## config.mk

```make
export PLATFORM = sky130hd
export DESIGN_NAME = triroc_sc_sequencer
export DESIGN_NICKNAME = d
export VERILOG_FILES = /design/src/rtl/triroc_sc_pkg.sv /design/src/rtl/triroc_sc_gap_timer.sv /design/src/rtl/triroc_sc_sequencer.sv
export SDC_FILE = /design/constraint.sdc
export NUM_CORES = 1
export LEC_CHECK = 0
export BUFFER_PORTS_ARGS = -buffer_cell sky130_fd_sc_hd__buf_2
export CAP_MARGIN = 20
export CORE_AREA = 2 2 72 74
export DETAILED_ROUTE_END_ITERATION = 16
export DIE_AREA = 0 0 74 76
export GPL_ROUTABILITY_DRIVEN = 0
export GPL_TIMING_DRIVEN = 0
export HOLD_SLACK_MARGIN = 0.05
export PLACE_DENSITY_LB_ADDON = 0.15
export SYNTH_ARGS = -nofsm -noshare
export SYNTH_HDL_FRONTEND = slang
export SYNTH_SLANG_ARGS = --single-unit
```

## constraint.sdc

```tcl
create_clock -name ck_sr -period 5.45 [get_ports ck_sr]
set_input_delay 0.2725 -clock ck_sr [delete_from_list [all_inputs] [get_ports ck_sr]]
set_output_delay 0.2725 -clock ck_sr [all_outputs]
set_load 0.01 [all_outputs]
```

## src/rtl/triroc_sc_pkg.sv

```systemverilog
// Shared definitions for the TRIROC slow-control sequencer.
package triroc_sc_pkg;

    localparam int SC_WIDTH    = 16;
    localparam int SC_LOAD_GAP = 1;

    typedef enum logic [2:0] {
        ST_IDLE,
        ST_SHIFT,
        ST_GAP1,
        ST_LDSC,
        ST_GAP2,
        ST_LDSCD,
        ST_DONE
    } sc_state_t;

endpackage

```

## src/rtl/triroc_sc_gap_timer.sv

```systemverilog
// Down-counter timing the idle gaps that precede each latch strobe.
module triroc_sc_gap_timer (
    input  logic       ck_sr,
    input  logic       rstb_sr,
    input  logic       load,
    input  logic [3:0] load_value,
    output logic       expired
);

    logic [3:0] count;

    // Load on gap entry, then count down and rest at zero.
    always_ff @(posedge ck_sr or negedge rstb_sr) begin
        if (!rstb_sr) begin
            count <= 4'd0;
        end else if (load) begin
            count <= load_value;
        end else if (count != 4'd0) begin
            count <= count - 4'd1;
        end
    end

    // Zero means the current gap cycle is the last one.
    assign expired = (count == 4'd0);

endmodule

```

## src/rtl/triroc_sc_sequencer.sv

```systemverilog
// Shifts a configuration word into the TRIROC slow-control chain, captures
// the previous chain contents, then issues the DAC and digital latch strobes.
module triroc_sc_sequencer
    import triroc_sc_pkg::*;
#(
    parameter int WIDTH    = SC_WIDTH,
    parameter int LOAD_GAP = SC_LOAD_GAP
) (
    input  logic             ck_sr,
    input  logic             rstb_sr,
    input  logic             start,
    input  logic [WIDTH-1:0] cfg_word,
    output logic             busy,
    output logic             done,
    output logic [WIDTH-1:0] readback,
    output logic             sr_in,
    output logic             select,
    output logic             load_sc,
    output logic             load_scd,
    input  logic             sr_out
);

    localparam int CNT_W = $clog2(WIDTH) + 1;
    localparam logic [3:0] GAP_LOAD = (LOAD_GAP > 0) ? 4'(LOAD_GAP - 1) : 4'd0;
    // A zero gap routes straight past the gap states.
    localparam sc_state_t AFTER_SHIFT = (LOAD_GAP > 0) ? ST_GAP1 : ST_LDSC;
    localparam sc_state_t AFTER_LDSC  = (LOAD_GAP > 0) ? ST_GAP2 : ST_LDSCD;

    sc_state_t        state, state_next;
    logic [CNT_W-1:0] bit_cnt, bit_cnt_next;
    logic [WIDTH-1:0] shadow, shadow_next;
    logic [WIDTH-1:0] readback_next;
    logic             gap_load;
    logic             gap_expired;

    triroc_sc_gap_timer u_gap_timer (
        .ck_sr      (ck_sr),
        .rstb_sr    (rstb_sr),
        .load       (gap_load),
        .load_value (GAP_LOAD),
        .expired    (gap_expired)
    );

    assign select = 1'b1;

    // Next-state, bit counter, shadow shift and readback capture.
    always_comb begin
        // NOTE: every variable gets a default before the case so no path leaves it unassigned and infers a latch.
        state_next    = state;
        bit_cnt_next  = bit_cnt;
        shadow_next   = shadow;
        readback_next = readback;
        case (state)
            ST_IDLE: begin
                if (start) begin
                    state_next   = ST_SHIFT;
                    bit_cnt_next = '0;
                    shadow_next  = cfg_word;
                end
            end
            ST_SHIFT: begin
                for (int i = 0; i < WIDTH; i++) begin
                    if (bit_cnt == CNT_W'(i)) readback_next[i] = sr_out;
                end
                shadow_next = shadow >> 1;
                if (bit_cnt == CNT_W'(WIDTH - 1)) begin
                    state_next   = AFTER_SHIFT;
                    bit_cnt_next = '0;
                end else begin
                    bit_cnt_next = bit_cnt + CNT_W'(1);
                end
            end
            ST_GAP1:  if (gap_expired) state_next = ST_LDSC;
            ST_LDSC:  state_next = AFTER_LDSC;
            ST_GAP2:  if (gap_expired) state_next = ST_LDSCD;
            ST_LDSCD: state_next = ST_DONE;
            ST_DONE:  state_next = ST_IDLE;
            default:  state_next = ST_IDLE;
        endcase
        gap_load = ((state == ST_SHIFT) && (state_next == ST_GAP1)) ||
                   ((state == ST_LDSC)  && (state_next == ST_GAP2));
    end

    // State register; outputs are registered from the next state so they align with it.
    always_ff @(posedge ck_sr or negedge rstb_sr) begin
        if (!rstb_sr) begin
            state    <= ST_IDLE;
            bit_cnt  <= '0;
            shadow   <= '0;
            // NOTE: readback is a plain register bank, not a memory, so it can and must clear on reset.
            readback <= '0;
            busy     <= 1'b0;
            done     <= 1'b0;
            sr_in    <= 1'b0;
            load_sc  <= 1'b1;
            load_scd <= 1'b1;
        end else begin
            // NOTE: non-blocking updates so every register sees pre-edge values from its neighbours.
            state    <= state_next;
            bit_cnt  <= bit_cnt_next;
            shadow   <= shadow_next;
            readback <= readback_next;
            busy     <= (state_next != ST_IDLE);
            done     <= (state_next == ST_DONE);
            sr_in    <= (state_next == ST_SHIFT) ? shadow_next[0] : 1'b0;
            load_sc  <= (state_next != ST_LDSC);
            load_scd <= (state_next != ST_LDSCD);
        end
    end

endmodule

```

Word-level counts from Yosys, hierarchy flattened
Index checks and enable logic that the tools add are counted.
{"block": "op_classes", "n_addsub": 2, "n_eq_ne": 27, "n_mux": 13, "reduce_logical": 27}
{"cell": "$eq 5x4->1 const B", "n": 8}
{"cell": "$reduce_and 2->1", "n": 17}
{"cell": "$pmux 16 s2", "n": 1}
{"cell": "$eq 5x3->1 const B", "n": 4}
{"cell": "$pmux 3 s6", "n": 1}
{"cell": "$mux 16", "n": 1}
{"cell": "$eq 3x3->1 const B", "n": 4}
{"cell": "$mux 3", "n": 4}
{"cell": "$eq 5x2->1 const B", "n": 2}
{"cell": "$mux 5", "n": 2}
{"cell": "$pmux 5 s2", "n": 1}
{"cell": "$eq 3x2->1 const B", "n": 3}
{"cell": "$mux 4", "n": 2}
{"cell": "$eq 3x1->1 const B", "n": 2}
{"cell": "$add 5x1->5 const B", "n": 1}
{"cell": "$eq 5x1->1 const B", "n": 1}
{"cell": "$logic_not 5->1", "n": 1}
{"cell": "$logic_not 4->1", "n": 1}
{"cell": "$reduce_bool 2->1", "n": 2}
{"cell": "$reduce_bool 4->1", "n": 1}
{"cell": "$sub 4x1->4 const B", "n": 1}
{"cell": "$logic_not 3->1", "n": 1}
{"cell": "$ne 3x2->1 const B", "n": 1}
{"cell": "$ne 3x3->1 const B", "n": 1}
{"cell": "other kinds (5)", "n": 6}
{"block": "word_totals", "regBits": 49, "inputBits": 20, "output_inout_bits": 22, "wordCells": 95}

Depth between registers and ports, before layout
{"block": "depth", "word_depth": 7, "mapped_depth": 7, "depth_no_buf": 6}

Hierarchy
Synthesis repeated with hierarchy kept, for this count alone.
{"block": "unflattened", "cells_unflattened": 203, "area_unflattened_um2": 2273.4}
{"mod": "triroc_sc_sequencer", "instances": 1, "cells_each": 181, "area_each_um2": 2039.5, "seq_area_each_um2": 1128.6}
{"mod": "triroc_sc_gap_timer", "instances": 1, "cells_each": 22, "area_each_um2": 234.0, "seq_area_each_um2": 100.1}

Worst setup path before layout
Ideal clock, no wire load.
{"block": "synth_timing", "kind": "register to register", "startpoint": "reg u_gap_timer.count[0]", "endpoint": "reg sr_in", "setup_ns": 0.080, "arrival_ns": 1.869, "t_required_ns": 5.370, "path_slack_ns": 3.501, "stages_incl_launch_ff": 8, "n_path_buf": 1, "synth_period_minus_slack_ns": 1.949, "path_cell_list": "dfrtp_1 inv_1 ha_1 or3b_1 buf_2 or4b_4 nor4b_4 nor3b_2"}
{"block": "synth_via", "elab_chain_len": 5, "word_cells_on_any_way": 6, "cone_classes": "eq/ne (1); mux (4); reduce/logical (1)"}
{"item": "start: declaration", "line": "triroc_sc_gap_timer.sv:10", "text": "logic [3:0] count;"}
{"item": "start signal: assignment", "line": "triroc_sc_gap_timer.sv:17", "text": "count <= load_value;"}
{"item": "start signal: assignment", "line": "triroc_sc_gap_timer.sv:19", "text": "count <= count - 4'd1;"}
{"item": "$logic_not 4->1 *", "line": "triroc_sc_gap_timer.sv:24", "text": "assign expired = (count == 4'd0);"}
{"item": "$mux 3 (on tied branches)", "line": "triroc_sc_sequencer.sv:75, triroc_sc_sequencer.sv:73"}
{"item": "$pmux 3 s6 *", "line": "triroc_sc_sequencer.sv:53", "text": "case (state)"}
{"item": "$eq 3x1->1 *", "line": "triroc_sc_sequencer.sv:105", "text": "sr_in <= (state_next == ST_SHIFT) ? shadow_next[0] : 1'b0;"}
{"item": "$mux 1 *", "line": "triroc_sc_sequencer.sv:105"}
{"item": "end signal: assignment", "line": "triroc_sc_sequencer.sv:105"}
{"item": "end: declaration", "line": "triroc_sc_sequencer.sv:16", "text": "output logic sr_in,"}
Mark *: on every way between the ends. The rest lies on a longest branch, timed or not.
A chain may end at the register's enable or synchronous reset.

Worst setup path after layout
{"block": "layout_timing", "startpoint": "reg state[0]", "endpoint": "reg shadow[10]"}
{"block": "layout_via", "elab_chain_len": 3, "word_cells_on_any_way": 6, "cone_classes": "eq/ne (2); mux (1); reduce/logical (3)"}
{"item": "start: declaration", "line": "triroc_sc_sequencer.sv:29", "text": "sc_state_t state, state_next;"}
{"item": "start signal: assignment", "line": "triroc_sc_sequencer.sv:99", "text": "state <= state_next;"}
{"item": "$eq 3x1->1 / $logic_not 3->1 (equally long branches)", "line": "triroc_sc_sequencer.sv:53"}
{"item": "$reduce_bool 2->1 (no line) / $ne 2x2->1 (equally long branches)"}
{"item": "$reduce_and 2->1 (no line)"}
{"item": "end signal: assignment", "line": "triroc_sc_sequencer.sv:101", "text": "shadow <= shadow_next;"}
{"item": "end: declaration", "line": "triroc_sc_sequencer.sv:31", "text": "logic [WIDTH-1:0] shadow, shadow_next;"}
Parallel ways exist; a longest one is shown, timed or not.

==> qor.yml <==
synth-seq-area-share_pct: 53.7
netlist.top_cell.by_area: "dfrtp_1"
clkTransAtPathRegs_ns: 0.08
post_cts_resized: 0
ys.warnings.count: 0
tritoncts: "done"
dieHeight_um: 76
wire_per_inst_um: 13.0
asyncSetResetFlopFracSynth_pct: 100
drtAntennaViolNets: 0
fin_skew_ns: 0.00479
synth_compound_gate_area_share_pct: 10.1
worstSkewPairLatency_ns: 0.29
synthDistinctLibCells: 40
share_of_synthesized_area_spent_on_multiplexers_pct: 7.88
num_cts_buffers: 5
cap_viol_max_count: 0
coreArea_um2: 4910
final_hold_viol_count: 0
globalRouteTotalUtil_pct: 16.8
fin_crit_ns: 2.18
dpl.hpwl_mm: 3.06
timing.critical_path.cells: "clkbuf_1 -> nor4b_4 -> nor2_1 -> clkbuf_1 -> nand2_1 -> nand2_1"
via_count_of_the_first_global_routing_pass: 1627
timing_max_transition_violations_final: 0
cp_startpoint_kind: "flip-flop"
run_status: "finished, final reports clean"
cp.required_ns: 5.63
post_synth_most_frequent_cells: "dfrtp_1, nand2_1, mux2_2"
synth_top_family_by_area: "simple AND/OR/NAND/NOR gates"
unrepaired_setup_endpoints_after_global_routing: "no"
yosys_register_bits: 49
p_leak_nw: 1.27
drc: 0
synth-edff-count: 0
setup_viol: 0
final.fill_count: 456
count_of_inserted_antenna_diode_cells: 0
final_nets: 286
timing.critical_path.max_delay_family: "simple AND/OR/NAND/NOR gates"
criticalPathCategory: "flip-flop to flip-flop"
syn_area_per_cell_um2: 10.8
cp_max_fo: 10
max-slew-margin-rel_pct: 56.6
count_of_input_and_output_buffers: 40
cpMaxStageDelayCell: "nor4b_4"
die_area_um2: 5620
holdBufCountCts: 1
area.growth.synth_to_final_pct: 17.5
drtPass1Iterations: 4
slowest_delay_ns: 0.62
final-seq-area_um2: 1230
xor_xnor_cell_area_share_of_the_yosys_netlist_pct: 0.766
synthesized_area_um2: 2290
maxClockFrequency_mhz: 458
postCtsSetupBuffers: 0
io_pins: 42
arrival_time_at_the_worst_endpoint_ns: 2.36
clock-root-buffer: "clkbuf_8"
synthMostInstantiatedCell: "dfrtp_1"
synth_area_leaders: "dfrtp_1, mux2_2, nand2_1"
path_buf_inv: 2
fin_setup_tns_ns: 0
hold_path.class: "input pin to flip-flop"
power-per-cell-area_nw_per_um2: 518
synth_adder_area_share_pct: 2.74
drive_gt1_share_pct: 29.4
synthesis.nets: 237
timing.final.crit_share_pct: 40.1
global_route_wire_length_before_repair_mm: 7.51
worst_pin_slew_ns: 0.648
die_width_um: 74
ctsHtreeMaxLevel: 2
grt_max_degree: 27
grt_overflow_total: 0
detailroute.via_count: 1682
via_per_inst: 5.07
yosys.area_share.simple_pct: 21.0
synth_top_area_share_pct: 51.4
rows: 26
wl_mm: 4.31
multi_input_comb_area_um2: 975
yosys_most_used_dff: "dfrtp_1"
initial_core_util_pct: 46.6
clkSinkCount: 49
maximum_buffer_depth_of_the_clock_tree: 2
dr.first_iter.drc_count: 67
finish.utilization_pct: 54.7
ir_drop_mv: 0.232
antenna_violations_before_repair: 0
worstSetupEndpointType: "flip-flop"
syn-instance-count: 212
layer usage:
metal | wire [um] | share of wire [%] | track usage, %
met1 | 2110 | 49 | 24.3
met2 | 2050 | 47 | 25.4
met3 | 155 | 3.6 | 3.04
met4 | 0 | 0 | 5.45
met5 | 0 | 0 | 0
placed cells by master (no fill, tap or decap), types with 4 or more instances in the layout:
cell and count:
a21oi_1 5, a22oi_1 14, buf_2 44, clkbuf_1 10
clkbuf_8 5, dfrtp_1 47, ha_1 5, inv_1 6
mux2_2 15, nand2_1 42, nor2_1 12, nor2b_1 4
nor3b_2 4, o21ai_0 4
cell type report:
class                      instances  area share (%)
buffer                            14            2.28
clock buffer                       6            2.70
clock inverter                     2           0.372
inverter                           6           0.838
multi-input combinational        143            36.3
sequential                        49            45.7
tap                               70            3.26
timing repair buffer              42            8.57
path summary, 6_finish.rpt:
| kind | from | to | slack (ns) | depth (start not counted) |
|---|---|---|---|---|
| setup / recovery | state[0] | shadow[10] | 3.27 | 6 |
| hold / removal | cfg_word[11] | shadow[11] | 0.19 | 3 |
| setup reg to reg | state[0] | shadow[10] | 3.27 | 6 |
| hold reg to reg | shadow[6] | shadow[6] | 0.48 | 2 |
| max in group asynchronous | rstb_sr | shadow[13] | 4.43 | 3 |
| min in group asynchronous | rstb_sr | readback[7] | 0.49 | 2 |
where the power goes:
group          internal [mW]  switching, mW  total, mW  leakage, nW
Sequential             0.506         0.0788      0.584        0.605
Combinational          0.264          0.338      0.602        0.624
Clock                 0.0892          0.116      0.205       0.0450
sequential cells by signal, summed over array words and instances, names as in the netlist:
register and cells:
bit_cnt 5, busy 1, done 1, load_sc 1
load_scd 1, readback 16, shadow 16, sr_in 1
state 3, u_gap_timer.count 4
through the flow:
step	area, um^2	std cells	setup WS [ns]	hold slack, ns	power [mW]
2_1_floorplan	2290	212	3.50	-0.0231	1.02
3_3_place_gp	2570	322	3.25	0.459	1.19
3_5_place_dp	2590	323	3.26	0.290	1.20
4_1_cts	2690	332	3.25	0.182	1.41
5_1_grt	2690	332	3.05	0.194	1.51
6_report	2690	332	3.27	0.189	1.39
worst min-delay path, delay by kind of cell:
kind	cells	cell delay, ns
AOI/OAI and AO/OA	1	0.05
buffers and inverters	1	0.07
and+or+nand+nor	1	0.05
cell families (layout without fill, tap and decap cells):
kind of cell    Yosys count  after routing
mux                      16             16
xor+xnor                  2              2
compound gates           33             33
simple gates             86             86
buf+inv                  20             70
fa+ha+maj                 5              5
flops                    49             49
other cells               1              1
Power figures use the tool's default switching activity.
